`config.mk`:
```
export PLATFORM = sky130hd
export DESIGN_NAME = change_dispenser
export DESIGN_NICKNAME = d
export VERILOG_FILES = /design/src/rtl/vend_pkg.sv /design/src/rtl/coin_inventory.sv /design/src/rtl/change_dispenser.sv
export SDC_FILE = /design/constraint.sdc
export NUM_CORES = 1
export LEC_CHECK = 0
export ABC_AREA = 1
export BUFFER_PORTS_ARGS = -buffer_cell sky130_fd_sc_hd__buf_2
export CAP_MARGIN = 20
export CORE_MARGIN = 1.5
export CORE_UTILIZATION = 60
export CTS_CLUSTER_DIAMETER = 60
export DETAILED_ROUTE_END_ITERATION = 16
export HOLD_SLACK_MARGIN = 0.08
export PLACE_DENSITY = 0.89
export SYNTH_ARGS = -nofsm -noshare
export SYNTH_HDL_FRONTEND = slang
export SYNTH_SLANG_ARGS = --single-unit
```
`constraint.sdc`:
```
create_clock -name CLK -period 6 [get_ports CLK]
set_input_delay 0.3 -clock CLK [delete_from_list [all_inputs] [get_ports CLK]]
set_output_delay 0.3 -clock CLK [all_outputs]
set_load 0.03 [all_outputs]
```
`src/rtl/vend_pkg.sv`:
```
// Shared definitions for the vending change path: coin codes, coin values and
// the change-dispenser state encoding.
package vend_pkg;

  // Coin codes as presented to the hopper solenoid driver.
  localparam logic [1:0] COIN_NONE = 2'b00;
  localparam logic [1:0] COIN_NI   = 2'b01;
  localparam logic [1:0] COIN_DI   = 2'b10;
  localparam logic [1:0] COIN_QU   = 2'b11;

  // Coin values in cents.
  localparam int unsigned VAL_NI = 5;
  localparam int unsigned VAL_DI = 10;
  localparam int unsigned VAL_QU = 25;

  typedef enum logic [2:0] {
    StIdle,
    StSelect,
    StOffer,
    StGap,
    StDone
  } disp_state_e;

  // Cent value of a coin code; COIN_NONE is worth nothing.
  function automatic int unsigned coin_value(input logic [1:0] code);
    int unsigned val;
    case (code)
      COIN_NI: val = VAL_NI;
      COIN_DI: val = VAL_DI;
      COIN_QU: val = VAL_QU;
      default: val = 0;
    endcase
    return val;
  endfunction

endpackage

```
`src/rtl/coin_inventory.sv`:
```
// Per-type coin stock for the change dispenser: three down-counters loaded with
// their INIT_* values on reset or refill, one decrement per dispensed coin, and
// a force-empty for a coin type found to be jammed.
module coin_inventory
  import vend_pkg::*;
#(
  parameter int unsigned INV_W   = 6,
  parameter int unsigned INIT_QU = 10,
  parameter int unsigned INIT_DI = 10,
  parameter int unsigned INIT_NI = 20
) (
  input  logic       i_clk,
  input  logic       i_reset,
  input  logic       i_refill,
  input  logic       i_dec,
  input  logic       i_force_empty,
  input  logic [1:0] i_sel_type,
  output logic [2:0] o_inv_empty
);

  logic [INV_W-1:0] r_qu;
  logic [INV_W-1:0] r_di;
  logic [INV_W-1:0] r_ni;

  // Counter update: load beats force-empty beats decrement; never decrement at 0.
  always_ff @(posedge i_clk) begin
    if (i_reset || i_refill) begin
      r_qu <= INV_W'(INIT_QU);
      r_di <= INV_W'(INIT_DI);
      r_ni <= INV_W'(INIT_NI);
    end else if (i_force_empty) begin
      if (i_sel_type == COIN_QU) r_qu <= '0;
      if (i_sel_type == COIN_DI) r_di <= '0;
      if (i_sel_type == COIN_NI) r_ni <= '0;
    end else if (i_dec) begin
      if (i_sel_type == COIN_QU && r_qu != '0) r_qu <= r_qu - INV_W'(1);
      if (i_sel_type == COIN_DI && r_di != '0) r_di <= r_di - INV_W'(1);
      if (i_sel_type == COIN_NI && r_ni != '0) r_ni <= r_ni - INV_W'(1);
    end
  end

  assign o_inv_empty = {r_qu == '0, r_di == '0, r_ni == '0};

endmodule

```
`src/rtl/change_dispenser.sv`:
```
// Change dispenser: pays a cent amount out greedily (quarter, dime, nickel) one
// coin per hopper handshake, tracking coin stock and reporting unpaid cents.
// Optional build macro COIN_TIMEOUT_EN adds an ack timeout that marks a coin
// type as jammed (stock forced to zero) and retries with smaller coins.
module change_dispenser
  import vend_pkg::*;
#(
  parameter int unsigned AMT_W          = 7,
  parameter int unsigned INV_W          = 6,
  parameter int unsigned INIT_QU        = 10,
  parameter int unsigned INIT_DI        = 10,
  parameter int unsigned INIT_NI        = 20,
  parameter int unsigned GAP_CYCLES     = 2,
  parameter int unsigned TIMEOUT_CYCLES = 8
) (
  input  logic             CLK,
  input  logic             reset,
  input  logic             start,
  input  logic [AMT_W-1:0] amount,
  input  logic             coin_ack,
  input  logic             refill,
  output logic             busy,
  output logic             coin_valid,
  output logic [1:0]       coin_type,
  output logic             done,
  output logic [AMT_W-1:0] shortfall,
  output logic [2:0]       inv_empty
);

  localparam int unsigned GAP_W = (GAP_CYCLES > 1) ? $clog2(GAP_CYCLES) : 1;

  disp_state_e      r_state;
  disp_state_e      w_state_next;
  logic [AMT_W-1:0] r_remain;
  logic [AMT_W-1:0] r_shortfall;
  logic [AMT_W-1:0] w_residue;
  logic [AMT_W-1:0] w_sel_val;
  logic [1:0]       r_sel_type;
  logic [1:0]       w_sel;
  logic [GAP_W-1:0] r_gap_cnt;
  logic             w_refill;
  logic             w_dec;
  logic             w_force;
  logic             w_to_expire;

  // Amounts that are not a multiple of 5 can never be paid in full.
  assign w_residue = amount % AMT_W'(5);
  assign w_sel_val = AMT_W'(coin_value(r_sel_type));
  assign w_refill  = refill && (r_state == StIdle);

`ifdef COIN_TIMEOUT_EN
  localparam int unsigned TO_W = (TIMEOUT_CYCLES > 1) ? $clog2(TIMEOUT_CYCLES) : 1;
  logic [TO_W-1:0] r_to_cnt;

  assign w_to_expire = (r_state == StOffer) && (r_to_cnt == TO_W'(TIMEOUT_CYCLES - 1));

  // Ack timeout counter: runs only while a coin is offered, restarts per offer.
  always_ff @(posedge CLK) begin
    if (reset || r_state != StOffer) begin
      r_to_cnt <= '0;
    end else if (!w_to_expire) begin
      r_to_cnt <= r_to_cnt + TO_W'(1);
    end
  end
`else
  assign w_to_expire = 1'b0;
`endif

  // Greedy pick: largest coin that fits the remainder and is still in stock.
  always_comb begin
    w_sel = COIN_NONE;
    if (r_remain >= AMT_W'(VAL_QU) && !inv_empty[2]) begin
      w_sel = COIN_QU;
    end else if (r_remain >= AMT_W'(VAL_DI) && !inv_empty[1]) begin
      w_sel = COIN_DI;
    end else if (r_remain >= AMT_W'(VAL_NI) && !inv_empty[0]) begin
      w_sel = COIN_NI;
    end
  end

  // State register.
  always_ff @(posedge CLK) begin
    if (reset) begin
      r_state <= StIdle;
    end else begin
      r_state <= w_state_next;
    end
  end

  // Next-state, inventory strobes and state-decoded outputs.
  always_comb begin
    w_state_next = r_state;
    w_dec        = 1'b0;
    w_force      = 1'b0;
    busy         = (r_state != StIdle);
    coin_valid   = (r_state == StOffer);
    coin_type    = (r_state == StOffer) ? r_sel_type : COIN_NONE;
    done         = (r_state == StDone);
    unique case (r_state)
      StIdle: begin
        if (start) w_state_next = StSelect;
      end
      StSelect: begin
        w_state_next = (w_sel == COIN_NONE) ? StDone : StOffer;
      end
      StOffer: begin
        if (coin_ack) begin
          w_dec        = 1'b1;
          w_state_next = (GAP_CYCLES > 0) ? StGap : StSelect;
        end else if (w_to_expire) begin
          w_force      = 1'b1;
          w_state_next = StSelect;
        end
      end
      StGap: begin
        if (r_gap_cnt == GAP_W'(GAP_CYCLES - 1)) w_state_next = StSelect;
      end
      StDone: begin
        w_state_next = StIdle;
      end
      default: begin
        w_state_next = StIdle;
      end
    endcase
  end

  // Request datapath: remainder, latched coin choice, gap count, shortfall.
  always_ff @(posedge CLK) begin
    if (reset) begin
      r_remain    <= '0;
      r_shortfall <= '0;
      r_sel_type  <= COIN_NONE;
      r_gap_cnt   <= '0;
    end else begin
      case (r_state)
        StIdle: begin
          if (start) begin
            r_remain    <= amount - w_residue;
            r_shortfall <= w_residue;
          end
        end
        StSelect: begin
          r_sel_type <= w_sel;
          r_gap_cnt  <= '0;
          if (w_sel == COIN_NONE) r_shortfall <= r_shortfall + r_remain;
        end
        StOffer: begin
          if (coin_ack) r_remain <= r_remain - w_sel_val;
        end
        StGap: begin
          r_gap_cnt <= r_gap_cnt + GAP_W'(1);
        end
        default: begin
        end
      endcase
    end
  end

  assign shortfall = r_shortfall;

  coin_inventory #(
    .INV_W   (INV_W),
    .INIT_QU (INIT_QU),
    .INIT_DI (INIT_DI),
    .INIT_NI (INIT_NI)
  ) u_inv (
    .i_clk         (CLK),
    .i_reset       (reset),
    .i_refill      (w_refill),
    .i_dec         (w_dec),
    .i_force_empty (w_force),
    .i_sel_type    (r_sel_type),
    .o_inv_empty   (inv_empty)
  );

endmodule

```
* Yosys cells after proc, flatten, opt, wreduce, memory -nomap -nowiden
Cells that the tools add are included.
** Word-level totals
- Bits in registers :: 38
- Latch bits :: 0
- RAM bits :: 0
- Memory bits (read-only) :: 0
- Input bits :: 12
- Output and inout bits :: 15
- Word-level logic and storage cells :: 78
- Memories kept :: 0
** Cells by class
- $add $sub $neg :: 7
- Multiply operators :: 0
- Divide/modulo/power cells :: 1
- $lt $le $gt $ge :: 3
- Equal/unequal tests :: 11
- Shift-type cells :: 0
- Mux-type cells :: 19
- Bitwise gates (word level) :: 0
- Reduce and logical (&&, ||, !) cells :: 29
** Operator list (count)
- 7-bit 2-to-1 mux :: 4
- 7-bit one-hot mux with 2 select lines :: 2
- 6-bit zero test :: 3
- 6-bit nonzero test :: 3
- 6-bit by 1-bit subtractor with 6-bit output, second input constant :: 3
- 5-bit one-hot mux with 3 select lines :: 1
- 7-bit subtractor :: 2
- 3-bit 2-to-1 mux :: 4
- 3-bit one-hot mux with 4 select lines :: 1
- 3-bit AND reduction :: 3
- 2-bit != test, second input constant :: 4
- 7-bit adder :: 1
- 7-bit by 3-bit greater-or-equal comparator with 1-bit output, second input constant :: 1
- 7-bit by 4-bit greater-or-equal comparator with 1-bit output, second input constant :: 1
- 7-bit by 5-bit greater-or-equal comparator with 1-bit output, second input constant :: 1
- 1-bit logical AND :: 7
- 7-bit by 3-bit remainder unit with 7-bit output, second input constant :: 1
- 3-bit by 2-bit == test with 1-bit output, second input constant :: 2
- 2-bit 2-to-1 mux :: 3
- 2-bit AND reduction :: 3
- 2-bit nonzero test :: 3
- 2-bit == test, second input constant :: 2
- 3-bit by 1-bit == test with 1-bit output, second input constant :: 1
- 3-bit == test, second input constant :: 1
- other kinds (9) :: 13

* Depth between registers and ports, before layout
- Depth in word-level cells :: 9
- Mapped depth :: 28
- Depth with buffers taken out :: 28

* Cells and area by module
From an unflattened synthesis, not the netlist that was laid out.
** Unflattened totals
- Cells, all modules :: 479
- Area total of the unflattened synthesis :: 3146.8 sq um
** Modules (own cells, without submodules)
- change_dispenser :: instances 1, cells an instance 310, area each 2000.7 sq um, seq. area each 400.4 sq um
- coin_inventory :: instances 1, cells an instance 169, area each 1146.1 sq um, seq. area each 360.3 sq um

* Worst setup path after synthesis
OpenSTA, ideal clock, no wires.
- Path type :: input to register
- From :: in amount[6]
- To :: reg r_remain[5]
- Setup time :: 0.070 ns
- Arrival time :: 2.736 ns
- Data required time :: 5.930 ns
- Slack :: 3.195 ns
- Stages :: 25
- Buffers on the path :: 0
- Cell sequence :: inv_1 nand2_1 nand2_1 nand2_1 nand2_1 nand2_1 nand3_2 nand3_1 nand2_1 nand2_1 inv_1 o21ai_1 a21oi_2 o21ai_0 nand2_1 xor2_1 inv_1 ha_1 a21oi_1 nand2_1 nand3_1 nand2_1 nand2_1 nand3_1 a21oi_1
** Between the ends
- Cells in the longest elaborated chain, start to end :: 4
** Ends and longest elaborated chain
- start: declaration :: line change_dispenser.sv:19 : input logic [AMT_W-1:0] amount,
- 7-bit by 3-bit remainder unit with 7-bit output :: line change_dispenser.sv:47 : assign w_residue = amount % AMT_W'(5);
- 7-bit subtractor :: line change_dispenser.sv:138 : r_remain <= amount - w_residue;
- 7-bit 2-to-1 mux :: line change_dispenser.sv:137 : if (start) begin
- 7-bit one-hot mux with 2 select lines :: line change_dispenser.sv:135 : case (r_state)
- end signal: assignment :: line change_dispenser.sv:138
- end signal: assignment :: line change_dispenser.sv:148 : if (coin_ack) r_remain <= r_remain - w_sel_val;
- end: declaration :: line change_dispenser.sv:34 : logic [AMT_W-1:0] r_remain;
No other way between the ends. The select of a mux whose other input is x is not followed.
A chain may end at the register's enable or synchronous reset.

* Worst setup path after layout
- From :: in amount[3]
- To :: reg r_remain[5]
** Between the ends
- Cells in the longest elaborated chain, start to end :: 4
** Ends and longest elaborated chain (line)
- 7-bit by 3-bit remainder unit with 7-bit output :: change_dispenser.sv:47
- 7-bit subtractor (*) :: change_dispenser.sv:138
- 7-bit 2-to-1 mux (*) :: change_dispenser.sv:137
- 7-bit one-hot mux with 2 select lines (*) :: change_dispenser.sv:135
Every way passes the cells marked *; elsewhere a longest branch is shown, timed or not. The select of a mux whose other input is x is not followed.

==> flow_summary.ini <==
[drt]
drtAntennaViolNets = 0
wl_mm = 6.46
routedWlPerCell_um = 12.6
drcViolationCount = 0
num_vias = 2833
vias_per_cell = 5.54
drt_iter0_markers = 213
drt_pre_antenna_iters = 5

[floorplan]
die_w_um = 71.3
dieArea_mm2 = 0.00508
die_h_um = 71.3
rows = 24
ios = 27
start_util = 0.634
coreArea_mm2 = 0.00441

[worst_setup_path]
crit_path_start_kind = primary input
slowest_stage = xor2_1
startpoint = amount[3]
critPathMaxFanout = 6
r2r_end = u_inv.r_ni[4]
end_kind = flip-flop
reg2reg_slack_ns = 3.19
critPathKind = primary input to flip-flop
slowest_delay_ns = 0.28
endpoint = r_remain[5]
cpMostUsedCell = nand2_1
reg2reg_depth = 10
critPathRequiredTime_ns = 6.24
reg2reg_from = r_state[1]
cp.arrival_ns = 3.27

[synthesis]
synth_top_area_cell = dfxtp_1
synth_edf_count = 0
syn-cell-area_mm2 = 0.00280
synth_compound_area_frac = 0.175
synth-seq-area-share = 0.272
postSynthAreaPerCell_um2 = 6.51
async_flop_share = 0
netlist_instances = 430
synth-simple-area-share = 0.300
yosys-mux-area-fraction = 0.00358
synth-seq-cells = 38
synth_adder_area_share = 0.111
synth_top_cells_by_area = dfxtp_1 (27%), nand2_1 (10%), inv_1 (9.9%)
yosysTopAreaCellShare = 0.272
synth_xor_area_frac = 0.0250
ys_types = 34
synth_top_family_by_area = simple AND/OR/NAND/NOR gates
syn_nets = 465
synthFlopType = dfxtp_1
synth_warnings = 0

[timing]
slew_viol_final = 0
max_freq_mhz = 329
tns_ns = 0
fin_skew_ns = 0.00493
relSlewSlack = 0.395
rsz0062_at_grt = no
setup_violations = 0
fin_crit_ns = 3.03
hold_viol = 0
tightestPinTransition_ns = 0.905
min_period_over_period = 0.506

[global_route]
grt_use_total = 0.261
antenna_found_initial = 0
overflow = 0
grt_pass1_wl_mm = 11.0
grt_pass1_vias = 2637
grt_max_degree = 16

[clocking]
cts_buffer_depth = 2
cts.hold.buffers_added = 0
clock_sinks = 38
cts_tree = yes
clk_pin_slew_ns = 0.08
clk_latency_ns = 0.30
numCtsBuffers = 5
cts_root_buffer = clkbuf_8
cts_resized = 0
ctsHtreeMaxLevel = 2
post-cts-setup-buffer-count = 0

[final_layout]
syn2layout_area_growth_pct = 11.2
fin_util = 0.705
nets = 493
final_cell_area_mm2 = 0.00311
fill_cells = 353
layout-drive-gt1-share = 0.131
fin_cells = 511
antenna_cells = 0

[status]
run_status = completed

[place]
dpl_cell_area_mm2 = 0.00297
gp_congestion = 0.855
io_buffers = 26
dp.cells = 503
hpwl_mm = 4.74

[power_and_ir_drop]
max-vdd-ir-drop_v = 0.000227
p_per_area_mw_per_mm2 = 412
p_leak_nw = 1.56

[hold_path]
hold_path.class = primary input to flip-flop

[run]
max_cap_violations = 0
[how the worst min path moves through the flow]
stage / slack, ns / endpoint / from / cells past startpoint
floorplan: 0.44 / r_gap_cnt / r_gap_cnt / 2
global placement: 0.45 / r_gap_cnt / r_gap_cnt / 2
detailed placement: 0.46 / r_gap_cnt / r_gap_cnt / 2
CTS: 0.32 / r_gap_cnt / reset / 2
global route: 0.35 / shortfall[6] / reset / 2
finish: 0.33 / r_gap_cnt / reset / 2
[synthesized netlist by cell type, types with 4 or more instances]
| library cell | count |
|---|---|
| nand2_1 | 75 |
| inv_1 | 74 |
| a21oi_1 | 43 |
| dfxtp_1 | 38 |
| nor2_1 | 36 |
| nand3_1 | 33 |
| o21ai_0 | 30 |
| ha_1 | 20 |
| nor3_1 | 15 |
| nand2_2 | 9 |
| nand4_1 | 6 |
| xor2_1 | 6 |
| clkbuf_1 | 4 |
| inv_2 | 4 |
| nand3_2 | 4 |
[cell usage in the layout (no fill, tap or decap), drive strengths merged]
cell    instances
fa              3
conb            1
bufinv          2
a31oi           1
nor2           37
a211oi          2
clkinv          2
nand4           6
nand3          37
inv            78
o21bai          3
a21oi          46
a31o            1
o31ai           2
o211ai          1
xnor2           2
o21ai          33
dfxtp          38
mux2i           1
buf            26
nand2          84
o21a            1
nor3           16
nor4            2
clkbuf          5
xor2            6
ha             20
or2             3
[logic make-up after synthesis]
family / Yosys count
buffers and inverters: 84
adder cells (fa/ha/maj): 23
AND/OR/NAND/NOR: 185
multiplexers: 1
flip-flops: 38
other: 1
XOR/XNOR: 8
AO/OA/AOI/OAI: 90
[registers in the layout (all words and copies together), names as in the netlist]
name and cells:
u_inv.r_di 6, r_sel_type 2, u_inv.r_qu 6, r_remain 7
r_state 3, u_inv.r_ni 6, r_gap_cnt 1, shortfall 7
[power by group]
group	switching [mW]	leakage, nW	internal [mW]
clock	0.101	0.0683	0.167
combinational	0.443	1.19	0.219
sequential	0.0572	0.310	0.296
total	0.601	1.56	0.682
[per-stage QoR]
step                power, mW  worst slack (ns)  hold WS [ns]
floorplan               0.854              3.19         0.444
global placement        0.973              2.85         0.455
detailed placement      0.994              2.69         0.462
CTS                      1.27              2.98         0.320
global route             1.38              2.48         0.351
finish                   1.28              2.97         0.327
[area by class of cell]
class,instances,area [µm²],share of cell area
multi-input cells,308,1720,0.553
flip-flops and latches,38,761,0.244
inverters,79,297,0.0953
repair buffers,26,130,0.0418
clock buffers,5,68.8,0.0221
clock inverters,3,68.8,0.0221
well taps,52,65.1,0.0209
[metal layers]
metal | track usage | vias up | wire (µm)
met5 | 0 | - | 0
li1 | - | 1457 | -
met4 | 0.0922 | 0 | 108
met3 | 0.0352 | 17 | 418
met2 | 0.460 | 92 | 3100
met1 | 0.327 | 1267 | 2830
[critical path: cells and delay by family]
kind / cells / cell delay, ns
xor+xnor: 1 / 0.28
fa+ha+maj: 1 / 0.27
simple gates: 14 / 1.20
compound gates: 5 / 0.82
buf+inv: 4 / 0.41
Note: power is estimated with default switching activity, not from simulation.
